===== config.mk =====
export PLATFORM = sky130hd
export DESIGN_NAME = sipo_deserializer
export DESIGN_NICKNAME = d
export VERILOG_FILES = /design/src/rtl/sipo_pkg.sv /design/src/rtl/sipo_holding_reg.sv /design/src/rtl/sipo_deserializer.sv
export SDC_FILE = /design/constraint.sdc
export NUM_CORES = 1
export LEC_CHECK = 0
export ABC_AREA = 1
export ABC_CLOCK_PERIOD_IN_PS = 4050
export BUFFER_PORTS_ARGS = -buffer_cell sky130_fd_sc_hd__buf_2
export CAP_MARGIN = 20
export CORE_AREA = 2 2 51 43
export DETAILED_ROUTE_END_ITERATION = 6
export DIE_AREA = 0 0 53 45
export GPL_TIMING_DRIVEN = 0
export PLACE_DENSITY = 0.82
export SETUP_SLACK_MARGIN = 0.15
export SYNTH_ARGS = -nofsm -noshare
export SYNTH_HDL_FRONTEND = slang
export SYNTH_SLANG_ARGS = --single-unit

===== constraint.sdc =====
create_clock -name clk -period 4.05 [get_ports clk]
set_clock_uncertainty 0.05 [all_clocks]
set_input_delay 0.405 -clock clk [delete_from_list [all_inputs] [get_ports clk]]
set_output_delay 0.405 -clock clk [all_outputs]
set_load 0.1 [all_outputs]

===== src/rtl/sipo_pkg.sv =====
// rtl/sipo_pkg.sv - shared constants and state type for the SIPO deserializer
// Purpose : default word width and the count-derived state enum.
// Contents: SIPO_WIDTH (default WIDTH), sipo_state_e (IDLE, COLLECT).
package sipo_pkg;

    localparam int SIPO_WIDTH = 8;

    // IDLE while the bit count is zero, COLLECT while a partial word is held.
    typedef enum logic {
        IDLE    = 1'b0,
        COLLECT = 1'b1
    } sipo_state_e;

endpackage


===== src/rtl/sipo_holding_reg.sv =====
// rtl/sipo_holding_reg.sv - one-word valid/ready output register with overrun detect
// Purpose : holds one completed word until the consumer accepts it; a word
//           arriving while the register is full and not being drained is
//           dropped and flagged on a sticky overrun.
// Ports   : clk, reset (sync, active-high)
//           load_i/load_data_i  - a completed word is offered this cycle
//           ready_i             - consumer accepts when valid_o && ready_i
//           clr_overrun_i       - clears overrun_o (a new drop wins)
//           data_o/valid_o      - held word and its valid flag
//           overrun_o           - sticky dropped-word flag
module sipo_holding_reg #(
    parameter int DW = 8
) (
    input  logic          clk,
    input  logic          reset,
    input  logic          load_i,
    input  logic [DW-1:0] load_data_i,
    input  logic          ready_i,
    input  logic          clr_overrun_i,
    output logic [DW-1:0] data_o,
    output logic          valid_o,
    output logic          overrun_o
);

    logic [DW-1:0] data_q, data_d;
    logic          valid_q, valid_d;
    logic          overrun_q, overrun_d;
    logic          accept;
    logic          slot_free;

    assign accept    = valid_q && ready_i;
    // A word can be taken if the slot is empty or is emptied this same cycle.
    assign slot_free = !valid_q || accept;

    always_comb begin
        data_d    = data_q;
        valid_d   = valid_q;
        overrun_d = overrun_q;
        if (load_i && slot_free) begin
            data_d  = load_data_i;
            valid_d = 1'b1;
        end else if (accept) begin
            valid_d = 1'b0;
        end
        // Set has priority over clear so a drop is never lost.
        if (load_i && !slot_free) begin
            overrun_d = 1'b1;
        end else if (clr_overrun_i) begin
            overrun_d = 1'b0;
        end
    end

    always_ff @(posedge clk) begin
        if (reset) begin
            data_q    <= '0;
            valid_q   <= 1'b0;
            overrun_q <= 1'b0;
        end else begin
            data_q    <= data_d;
            valid_q   <= valid_d;
            overrun_q <= overrun_d;
        end
    end

    assign data_o    = data_q;
    assign valid_o   = valid_q;
    assign overrun_o = overrun_q;

endmodule


===== src/rtl/sipo_deserializer.sv =====
// rtl/sipo_deserializer.sv - MSB-first serial-to-parallel deserializer
// Purpose : samples serial_in on shift, assembles WIDTH-bit words and hands
//           them to a one-word valid/ready holding register.
// Ports   : clk, reset (sync, active-high)
//           serial_in, shift, sync       - serial stream, bit strobe, word start
//           out_data, out_valid, out_ready - parallel word handshake
//           overrun, clr_overrun          - sticky drop flag and its clear
//           busy                          - partial word in progress
//           parity_err                    - only with SIPO_PARITY_EN
// Macro   : SIPO_PARITY_EN - frames carry a trailing even-parity bit.
module sipo_deserializer
    import sipo_pkg::*;
#(
    parameter int WIDTH = SIPO_WIDTH
) (
    input  logic             clk,
    input  logic             reset,
    input  logic             serial_in,
    input  logic             shift,
    input  logic             sync,
    output logic [WIDTH-1:0] out_data,
    output logic             out_valid,
    input  logic             out_ready,
    output logic             overrun,
    input  logic             clr_overrun,
`ifdef SIPO_PARITY_EN
    output logic             parity_err,
`endif
    output logic             busy
);

`ifdef SIPO_PARITY_EN
    localparam int PAR_W = 1;
`else
    localparam int PAR_W = 0;
`endif
    localparam int FRAME_LEN = WIDTH + PAR_W;
    localparam int SREG_W    = FRAME_LEN - 1;
    localparam int CNT_W     = $clog2(FRAME_LEN + 1);
    localparam int DW        = WIDTH + PAR_W;

    logic [SREG_W-1:0]    sreg_q, sreg_d;
    logic [CNT_W-1:0]     cnt_q, cnt_d;
    sipo_state_e          state_q, state_d;
    logic [FRAME_LEN-1:0] frame;
    logic                 word_done;
    logic [DW-1:0]        load_word;
    logic [DW-1:0]        hold_data;

    // The final bit of a frame is never stored; the frame is completed
    // combinationally from the shift register plus the bit being sampled.
    assign frame = {sreg_q, serial_in};

    always_comb begin
        sreg_d    = sreg_q;
        cnt_d     = cnt_q;
        word_done = 1'b0;
        if (shift) begin
            if (sync) begin
                // Sync restarts framing and abandons any pending completion.
                sreg_d = SREG_W'(serial_in);
                cnt_d  = CNT_W'(1);
            end else begin
                sreg_d = (sreg_q << 1) | SREG_W'(serial_in);
                if (cnt_q == CNT_W'(FRAME_LEN - 1)) begin
                    word_done = 1'b1;
                    cnt_d     = '0;
                end else begin
                    cnt_d = cnt_q + CNT_W'(1);
                end
            end
        end
        state_d = (cnt_d == '0) ? IDLE : COLLECT;
    end

    always_ff @(posedge clk) begin
        if (reset) begin
            sreg_q  <= '0;
            cnt_q   <= '0;
            state_q <= IDLE;
        end else begin
            sreg_q  <= sreg_d;
            cnt_q   <= cnt_d;
            state_q <= state_d;
        end
    end

    assign busy = (state_q == COLLECT);

`ifdef SIPO_PARITY_EN
    // Even parity: the XOR over data plus parity bit is 0 for a good frame.
    assign load_word  = {frame[FRAME_LEN-1:1], ^frame};
    assign out_data   = hold_data[DW-1:1];
    assign parity_err = hold_data[0];
`else
    assign load_word  = frame;
    assign out_data   = hold_data;
`endif

    sipo_holding_reg #(
        .DW (DW)
    ) u_hold (
        .clk           (clk),
        .reset         (reset),
        .load_i        (word_done),
        .load_data_i   (load_word),
        .ready_i       (out_ready),
        .clr_overrun_i (clr_overrun),
        .data_o        (hold_data),
        .valid_o       (out_valid),
        .overrun_o     (overrun)
    );

endmodule


==> results.yml, run 1 <==
status:
  run_status: "complete, no violations"
die:
  row_count: 14
  design.portCount: 18
  core_region_area_um2: 1840
  die_w_um: 53
  floorplan.initialDensity: 0.482
  die_area_um2: 2390
  floorplan.die.height_um: 45
clock_network:
  cts_made_buffers: 3
  clock_tree.root_cell: "sky130_fd_sc_hd__clkbuf_4"
  htree_levels: 1
  cts.reportedPaths.clkPinSlew_ns: 0.12
  clockBufferDepth: 2
  cts_tree: "yes"
  clkLatencyLatePin_ns: 0.31
  post_cts_setup_buffer_count: 0
  cts.repair.resized: 0
  tritoncts_num_sinks: 22
  hold_buffers: 0
hold_path:
  holdCritPathClass: "in2reg"
  holdPathEnd: "u_hold.overrun_o"
  timing.hold.worst.start: "clr_overrun"
  hold_depth: 4
power:
  sequential_share_of_power: 0.597
  pwr-share-comb: 0.080
  clock_group_share_of_total_power: 0.323
  power_switching_share: 0.240
  total_power_uw: 372
  power-per-cell-area_nw_per_um2: 360
  ir_drop_mv: 0.192
  p_leak_nw: 0.469
  net-switching-power_uw: 89.4
  cell_internal_pwr_uw: 282
yosys:
  seq_cells_post_synth: 22
  avgSynthCellArea_um2: 7.51
  netlist-cell-type-count: 18
  yosysSeqAreaShare: 0.497
  ys_warn_count: 0
  syn-num-nets: 126
  syn-instance-count: 118
  post_synthesis_instance_area_um2: 886
grt:
  largest_net_degree_at_the_start_of_global_routing: 13
  grt.overflow.total: 0
  first_global_vias: 760
  first_pass_grt_wire_length_um: 3230
  grtUsageTotal: 0.188
  grt_antenna_before_repair: 0
job:
  maxCapViolCount: 0
detailed_routing:
  drt_pre_antenna_iters: 4
  via_count: 808
  drt_iter0_drc: 23
  detail_route.wl_per_cell_um: 11.1
  drc: 0
  postRouteAntennaNets: 0
  drt-vias-per-instance: 4.99
  finalWirelength_um: 1810
critical_path:
  endpoint_kind: "primary output"
  crit_path_cell_trace: "buf_2"
  critical_path.top_delay_family: "buffers and inverters"
  critical_path_buf_inv_count: 1
  worstSetupPathType: "reg2out"
  worst_r2r_endpoint: "u_hold.data_o[0]"
  worstSetupStartpointType: "flip-flop"
  reg2reg_path_depth: 7
  arrival_time_of_the_worst_setup_path_ns: 1.10
  regToRegStartpoint: "cnt_q[0]"
  crit_path_top_delay_cell: "sky130_fd_sc_hd__buf_2"
  setup.reg_to_reg.worst_slack_ns: 2.52
  critical_path_required_ns: 3.60
  max_stage_delay_ns: 0.43
  crit_path_max_fanout: 2
finish:
  instances_no_fill: 162
  antenna-diode-count: 0
  drive_above_1_share: 0.203
  area_delta_synth_final_pct: 16.5
  final_cell_area_um2: 1030
  num-nets-final: 147
timing:
  fmax_ghz: 0.642
  maxSlewHeadroom: 0.677
  final.period_utilization: 0.385
  grt_setup_unrepaired: "false"
  timing.final.crit_period_ns: 1.56
  report.final.slew_viol_count: 0
  hold-worst-slack_ns: 0.290
  setup_violations: 0
  measured_slew_at_the_worst_slew_check_pin_ns: 0.488
  setup_total_negative_slack_ns: 0
  timing.final.hold_violations: 0
placed_design:
  gp_congestion: 0.809
  io_buffer_count: 16
  post-dp-hpwl_um: 1370
  placedInstanceArea_um2: 996
  dpl.cell_count: 158
per-stage QoR:
stage	util	worst slack, ns
global placement	0.541	2.61
finish	0.561	2.49
CTS	0.561	2.47
floorplan	-	2.40
detailed placement	0.541	2.55
global route	0.561	2.36
registers in the layout, indices dropped and copies added, names as in the netlist:
register,cells
busy,1
sreg_q,7
u_hold.valid_o,1
u_hold.overrun_o,1
u_hold.data_o,8
cnt_q,4
how the worst max path moves through the flow:
stage,start,endpoint,slack (ns),cells past startpoint
final,u_hold.data_o[3],out_data[3],2.49,1
after global placement,cnt_q[0],u_hold.data_o[5],2.61,7
after detailed placement,cnt_q[0],u_hold.data_o[0],2.55,7
after floorplan,u_hold.valid_o,u_hold.overrun_o,2.40,5
after global routing,cnt_q[0],u_hold.data_o[0],2.36,7
after CTS,u_hold.data_o[3],out_data[3],2.47,1
synth_stat cells:
master                     number  area share
sky130_fd_sc_hd__nand2_1       37        0.16
sky130_fd_sc_hd__dfxtp_1       22        0.50
sky130_fd_sc_hd__a21oi_1       17       0.096
sky130_fd_sc_hd__inv_1         10       0.042
sky130_fd_sc_hd__nand4_1        9       0.064
sky130_fd_sc_hd__nor2_1         8       0.034
sky130_fd_sc_hd__nand3_1        3       0.017
sky130_fd_sc_hd__buf_2          2       0.011
sky130_fd_sc_hd__buf_4          1      0.0085
sky130_fd_sc_hd__buf_6          1       0.013
sky130_fd_sc_hd__clkbuf_1       1      0.0042
sky130_fd_sc_hd__ha_1           1       0.014
sky130_fd_sc_hd__inv_2          1      0.0042
sky130_fd_sc_hd__inv_4          1      0.0071
sky130_fd_sc_hd__nand2_2        1      0.0071
sky130_fd_sc_hd__nand3_2        1       0.011
sky130_fd_sc_hd__o21ai_0        1      0.0056
sky130_fd_sc_hd__o22ai_1        1      0.0071
layer usage:
metal	part of all wire	routed length, um	vias up	GRT usage
li1	-	-	421	-
met1	0.46	837	359	0.234
met2	0.46	830	23	0.305
met3	0.061	110	5	0.0596
met4	0.016	28	0	0.0769
met5	0	0	-	0
layout make-up:
class / instances / area [um^2]
Fill cell: 174 / 807
Sequential cell: 22 / 440
Multi-Input combinational cell: 79 / 365
Timing Repair Buffer: 16 / 80.1
Inverter: 12 / 47.5
Clock buffer: 4 / 36.3
Buffer: 5 / 32.5
Tap cell: 24 / 30.0
cell families after synthesis:
logic type | count (synthesis) | share of synthesized area
AOI/OAI and AO/OA | 19 | 0.109
adders and majority gates | 1 | 0.0141
DFF | 22 | 0.497
and+or+nand+nor | 59 | 0.290
buffers and inverters | 17 | 0.0904
placed cells by master, fill, tap and decap left out, drive strengths merged:
master and count:
clkbuf 5, nand4 9, ha 1, a21oi 17, nand2 38, nand3 4
inv 12, buf 20, o21ai 1, o22ai 1, dfxtp 22, nor2 8
power by group through the flow:
stage	combinational (mW)	sequential, mW	clock (mW)
2_1_floorplan	0.0141	0.234	0
5_1_grt	0.0332	0.223	0.131
3_3_place_gp	0.0288	0.227	0
6_report	0.0297	0.222	0.120
4_1_cts	0.0296	0.222	0.126
3_5_place_dp	0.0294	0.227	0
No activity file was read; power rests on OpenSTA's default activity.
==> run 2: changes to the inputs <==
--- a/config.mk
+++ b/config.mk
@@ -6,7 +6,7 @@
 export NUM_CORES = 1
 export LEC_CHECK = 0
 export ABC_AREA = 1
-export ABC_CLOCK_PERIOD_IN_PS = 4050
+export ABC_CLOCK_PERIOD_IN_PS = 1500
 export BUFFER_PORTS_ARGS = -buffer_cell sky130_fd_sc_hd__buf_2
 export CAP_MARGIN = 20
 export CORE_AREA = 2 2 51 43
==> constraint.sdc (replaced) <==
create_clock -name clk -period 1.5 [get_ports clk]
set_clock_uncertainty 0.05 [all_clocks]
set_input_delay 0.15 -clock clk [delete_from_list [all_inputs] [get_ports clk]]
set_output_delay 0.15 -clock clk [all_outputs]
set_load 0.1 [all_outputs]
==> run 2 against run 1 <==
Non-clock buffer count is 5 higher. Highest routed layer is now met3. Cell area is 10% higher. First-iteration DRC count grew 22%. Sequential power rose to 2.7 times the previous value. Clock power increased to 3.7 times the previous value. Largest cell class unchanged. Register-to-register slack worse by 2.3 ns.
==> results.yml, run 2 (synthesized netlist as in run 1, its figures left out) <==
status:
  run_status: "complete, no violations"
grt:
  grt.overflow.total: 0
  busiest_layer_in_global_routing: "met2"
  first_global_vias: 746
  grt_antenna_before_repair: 0
  largest_net_degree_at_the_start_of_global_routing: 14
  groute.layer.met3.usage: 0.0596
  grt_util_met1: 0.195
  grtUsageTotal: 0.174
  first_pass_grt_wire_length_um: 3000
  groute.layer.met2.usage: 0.318
die:
  core_region_area_um2: 1840
  floorplan.initialDensity: 0.482
  design.portCount: 18
  row_count: 14
  die_w_um: 53
  die_area_um2: 2390
  floorplan.die.height_um: 45
timing:
  setup_violations: 0
  report.final.slew_viol_count: 0
  fmax_ghz: 0.767
  measured_slew_at_the_worst_slew_check_pin_ns: 0.489
  grt_setup_unrepaired: "true"
  setup_total_negative_slack_ns: 0
  setup_slack_ns: 0.196
  final.period_utilization: 0.869
  timing.final.hold_violations: 0
  maxSlewHeadroom: 0.676
  timing.final.crit_period_ns: 1.30
finish:
  num-nets-final: 152
  largest_register_ff_count: 8
  final_cell_mix: "sky130_fd_sc_hd__nand2_1 (36), sky130_fd_sc_hd__buf_2 (19), sky130_fd_sc_hd__dfxtp_1 (18)"
  final_cell_area_um2: 1140
  antenna-diode-count: 0
  layout.core_utilization: 0.620
  drive_above_1_share: 0.294
  n_fill_cell: 160
  leading_cell_type_in_the_layout_fill_and_taps_excluded: "sky130_fd_sc_hd__nand2_1"
  area_delta_synth_final_pct: 28.7
critical_path:
  crit_path_top_delay_cell: "sky130_fd_sc_hd__buf_2"
  timing.critical_path.depth: 1
  max_stage_delay_ns: 0.44
  critical_path_buf_inv_count: 1
  crit_path_cell_trace: "buf_2"
  crit_path_max_fanout: 2
  endpoint_kind: "primary output"
  worstSetupStartpointType: "flip-flop"
  reg2reg_path_depth: 7
  worstSetupPathType: "reg2out"
  critical_path.top_delay_family: "buffers and inverters"
  critical_path_required_ns: 1.30
  arrival_time_of_the_worst_setup_path_ns: 1.10
power:
  sequential_share_of_power: 0.525
  power_switching_share: 0.218
  cell_internal_pwr_uw: 893
  p_leak_nw: 0.520
  clock_group_share_of_total_power: 0.391
  ir_drop_mv: 0.877
  pwr-share-comb: 0.084
  power-per-cell-area_nw_per_um2: 1000
  net-switching-power_uw: 250
  total_power_mw: 1.14
detailed_routing:
  via_count: 866
  drt-vias-per-instance: 5.19
  detail_route.wl_per_cell_um: 12.0
  postRouteAntennaNets: 0
  drc: 0
  drt_iter0_drc: 28
  finalWirelength_um: 2010
  drt_pre_antenna_iters: 5
placed_design:
  placedInstanceArea_um2: 998
  io_buffer_count: 16
  dp_slack_ns: 0.0248
  post-dp-hpwl_um: 1340
  gp_congestion: 0.819
clock_network:
  tritoncts_num_sinks: 22
  clock_tree.root_cell: "sky130_fd_sc_hd__clkbuf_4"
  cts_tree: "yes"
  htree_levels: 1
  cts_made_buffers: 3
  clkLatencyLatePin_ns: 0.31
  hold_buffers: 0
  clockBufferDepth: 2
  cts.reportedPaths.clkPinSlew_ns: 0.13
hold_path:
  hold_depth: 4
  holdCritPathClass: "in2reg"
job:
  maxCapViolCount: 0
run 2: changes by cell type in the layout (fill, tap and decap cells not counted), moves of 2 or more:
| cell | before | now |
|---|---|---|
| sky130_fd_sc_hd__dfxtp_1 | 22 | 18 |
| sky130_fd_sc_hd__dfxtp_2 | 0 | 4 |
| sky130_fd_sc_hd__buf_4 | 1 | 4 |
| sky130_fd_sc_hd__nor2_1 | 8 | 6 |
| sky130_fd_sc_hd__nor2_4 | 0 | 2 |
run 2: power by group through the flow:
stage               clock network, mW  registers (mW)  logic, mW
floorplan                           0           0.633     0.0382
global placement                    0           0.612     0.0774
detailed placement                  0           0.613     0.0799
CTS                             0.460           0.598     0.0876
global route                    0.478           0.602      0.102
finish                          0.447           0.600     0.0955
run 2: repair_timing:
item	CTS	global route
pin swaps	2	5
resized for setup	9	5
setup buffers	2	2
cloned	1	0
endpoints found under the setup margin	10	10
run 2: area by class of cell:
class | count | area [um^2] | share of cell area
buffer | 5 | 36.3 | 0.0318
clock buffer | 3 | 22.5 | 0.0198
clock inverter | 1 | 30.0 | 0.0263
inverter | 12 | 47.5 | 0.0417
multi-input combinational | 79 | 413 | 0.362
sequential | 22 | 445 | 0.391
tap | 24 | 30.0 | 0.0263
timing repair buffer | 21 | 115 | 0.101
run 2: stage by stage:
| stage | hold WS [ns] | instances |
|---|---|---|
| 2_1_floorplan | 0.235 | 118 |
| 3_3_place_gp | 0.351 | 158 |
| 3_5_place_dp | 0.353 | 158 |
| 4_1_cts | 0.0197 | 165 |
| 5_1_grt | 0.0390 | 167 |
| 6_report | 0.0221 | 167 |
run 2: routing by layer:
| metal | vias to the layer above | wire length, um | share of wire |
|---|---|---|---|
| li1 | 432 | - | - |
| met1 | 404 | 866 | 0.43 |
| met2 | 30 | 993 | 0.49 |
| met3 | 0 | 149 | 0.074 |
| met4 | 0 | 0 | 0 |
| met5 | - | 0 | 0 |
run 2: worst paths after layout:
kind,from,to,slack [ns]
max,u_hold.data_o[4],out_data[4],0.20
min,clr_overrun,u_hold.overrun_o,0.02
max reg2reg,cnt_q[0],u_hold.data_o[4],0.20
min reg2reg,u_hold.data_o[6],u_hold.data_o[6],0.41
==> run 3: changes to the inputs <==
--- a/config.mk
+++ b/config.mk
@@ -6,7 +6,7 @@
 export NUM_CORES = 1
 export LEC_CHECK = 0
 export ABC_AREA = 1
-export ABC_CLOCK_PERIOD_IN_PS = 1500
+export ABC_CLOCK_PERIOD_IN_PS = 1430
 export BUFFER_PORTS_ARGS = -buffer_cell sky130_fd_sc_hd__buf_2
 export CAP_MARGIN = 20
 export CORE_AREA = 2 2 51 43
==> constraint.sdc (replaced) <==
create_clock -name clk -period 1.43 [get_ports clk]
set_clock_uncertainty 0.05 [all_clocks]
set_input_delay 0.143 -clock clk [delete_from_list [all_inputs] [get_ports clk]]
set_output_delay 0.143 -clock clk [all_outputs]
set_load 0.1 [all_outputs]
==> run 3 against run 2 <==
Wire length grew 3.9%. Via count grew 1.4%. Clock power decreased by 7.8%. Sequential share of layout area grew 0.62 points. First-iteration DRC count increased by 61%. Cell area increased by 1.8%. Hold slack better by 0.0038 ns. Power shrank 0.87%. Die area did not move. Largest cell class unchanged. Largest power group unchanged.
==> results.yml, run 3 (synthesized netlist as in run 1, its figures left out) <==
clock_network:
  cts_tree: "yes"
  hold_buffers: 0
  clock_tree.root_cell: "sky130_fd_sc_hd__clkbuf_4"
  cts.reportedPaths.clkPinSlew_ns: 0.13
  clkLatencyLatePin_ns: 0.31
  cts_made_buffers: 3
  htree_levels: 1
  clockBufferDepth: 2
  tritoncts_num_sinks: 22
power:
  clock_group_share_of_total_power: 0.363
  sequential_share_of_power: 0.553
  ir_drop_mv: 0.571
  power_switching_share: 0.240
  power-per-cell-area_nw_per_um2: 977
  cell_internal_pwr_uw: 861
  net-switching-power_uw: 272
  pwr-share-comb: 0.084
  p_leak_nw: 0.511
finish:
  largest_register_ff_count: 8
  leading_cell_type_in_the_layout_fill_and_taps_excluded: "sky130_fd_sc_hd__nand2_1"
  num-nets-final: 151
  area_delta_synth_final_pct: 30.9
  antenna-diode-count: 0
  final_cell_mix: "sky130_fd_sc_hd__nand2_1 (34), sky130_fd_sc_hd__a21oi_1 (17), sky130_fd_sc_hd__clkbuf_4 (13)"
  drive_above_1_share: 0.345
timing:
  hold-worst-slack_ns: 0.0260
  setup_violations: 0
  fmax_ghz: 0.783
  final.period_utilization: 0.893
  report.final.slew_viol_count: 0
  setup_total_negative_slack_ns: 0
  measured_slew_at_the_worst_slew_check_pin_ns: 0.483
  timing.final.crit_period_ns: 1.28
  maxSlewHeadroom: 0.680
  timing.final.hold_violations: 0
  grt_setup_unrepaired: "true"
die:
  die_area_um2: 2390
  core_region_area_um2: 1840
  die_w_um: 53
  design.portCount: 18
  row_count: 14
  floorplan.initialDensity: 0.482
  floorplan.die.height_um: 45
detailed_routing:
  drt-vias-per-instance: 5.29
  drt_iter0_drc: 45
  postRouteAntennaNets: 0
  drc: 0
  finalWirelength_um: 2090
  detail_route.wl_per_cell_um: 12.6
  drt_pre_antenna_iters: 4
  via_count: 878
critical_path:
  critical_path_required_ns: 1.57
  worstSetupPathType: "reg2reg"
  endpoint_kind: "flip-flop"
  worstSetupStartpointType: "flip-flop"
  arrival_time_of_the_worst_setup_path_ns: 1.42
  crit_path_max_fanout: 8
grt:
  first_pass_grt_wire_length_um: 3390
  busiest_layer_in_global_routing: "met2"
  grt.overflow.total: 0
  largest_net_degree_at_the_start_of_global_routing: 14
  grt_antenna_before_repair: 0
  grt_util_met1: 0.254
  grtUsageTotal: 0.199
  groute.layer.met2.usage: 0.295
  groute.layer.met3.usage: 0.0298
  first_global_vias: 795
placed_design:
  post-dp-hpwl_um: 1370
  gp_congestion: 0.832
  io_buffer_count: 16
hold_path:
  holdCritPathClass: "in2reg"
status:
  run_status: "complete, no violations"
job:
  maxCapViolCount: 0
==> run 3: changes by cell type in the layout (fill, tap and decap cells not counted), moves of 2 or more <==
cell / before / now
sky130_fd_sc_hd__buf_2: 19 / 9
sky130_fd_sc_hd__dfxtp_2: 4 / 10
sky130_fd_sc_hd__nand2_2: 1 / 3
sky130_fd_sc_hd__clkbuf_4: 3 / 13
sky130_fd_sc_hd__dfxtp_1: 18 / 10
sky130_fd_sc_hd__dfxtp_4: 0 / 2
sky130_fd_sc_hd__nand2_1: 36 / 34
==> run 3: final timing paths <==
kind | slack (ns) | cells after the start | end | from
max reg2reg | 0.15 | 7 | u_hold.data_o[1] | cnt_q[0]
max | 0.15 | 7 | u_hold.data_o[1] | cnt_q[0]
min | 0.03 | 3 | sreg_q[0] | serial_in
min reg2reg | 0.42 | 2 | u_hold.data_o[2] | u_hold.data_o[2]
==> run 3: stage by stage <==
stage / instance area, um^2 / utilization / std cells / worst slack (ns) / total power [mW]
6_report: 1160 / 0.631 / 166 / 0.152 / 1.13
5_1_grt: 1160 / 0.631 / 166 / 0.0730 / 1.17
4_1_cts: 1130 / 0.613 / 165 / 0.147 / 1.13
3_5_place_dp: 1020 / 0.554 / 158 / -0.0177 / 0.725
3_3_place_gp: 1020 / 0.554 / 158 / 0.0388 / 0.722
2_1_floorplan: 908 / - / 118 / 0.158 / 0.702
==> run 3: repair_timing <==
item / in CTS / in global routing
gates resized for setup: 13 / 10
buffers inserted: 2 / 1
setup endpoints to repair: 11 / 21
gates cloned: 1 / 0
pin swaps: 2 / 1
==> run 3: routing by layer <==
layer | vias to the layer above | share of wire | wire length (um)
met5 | - | 0 | 0
met4 | 0 | 0.022 | 46
met3 | 6 | 0.077 | 160
met2 | 48 | 0.45 | 948
met1 | 388 | 0.45 | 931
li1 | 436 | - | -
==> run 3: cell type report <==
type / instances / area [um^2]
Multi-Input combinational cell: 79 / 405
Clock buffer: 4 / 47.5
Tap cell: 24 / 30.0
Timing Repair Buffer: 20 / 133
Sequential cell: 22 / 460
Buffer: 5 / 36.3
Inverter: 12 / 47.5
Fill cell: 145 / 679
==> run 3: worst max-delay path, stage by stage (launching register included) <==
cell	delay, ns
sky130_fd_sc_hd__dfxtp_4	0.39
sky130_fd_sc_hd__ha_4	0.15
sky130_fd_sc_hd__nand2_4	0.05
sky130_fd_sc_hd__nor2_4	0.11
sky130_fd_sc_hd__buf_6	0.13
sky130_fd_sc_hd__nand3_4	0.13
sky130_fd_sc_hd__nand2_2	0.10
sky130_fd_sc_hd__a21oi_1	0.06
==> run 3: power by group through the flow <==
| stage | combinational, mW | clock (mW) | sequential, mW |
|---|---|---|---|
| floorplan | 0.0406 | 0 | 0.661 |
| global placement | 0.0820 | 0 | 0.640 |
| detailed placement | 0.0840 | 0 | 0.641 |
| CTS | 0.0926 | 0.409 | 0.626 |
| global route | 0.104 | 0.433 | 0.628 |
| finish | 0.0949 | 0.412 | 0.627 |
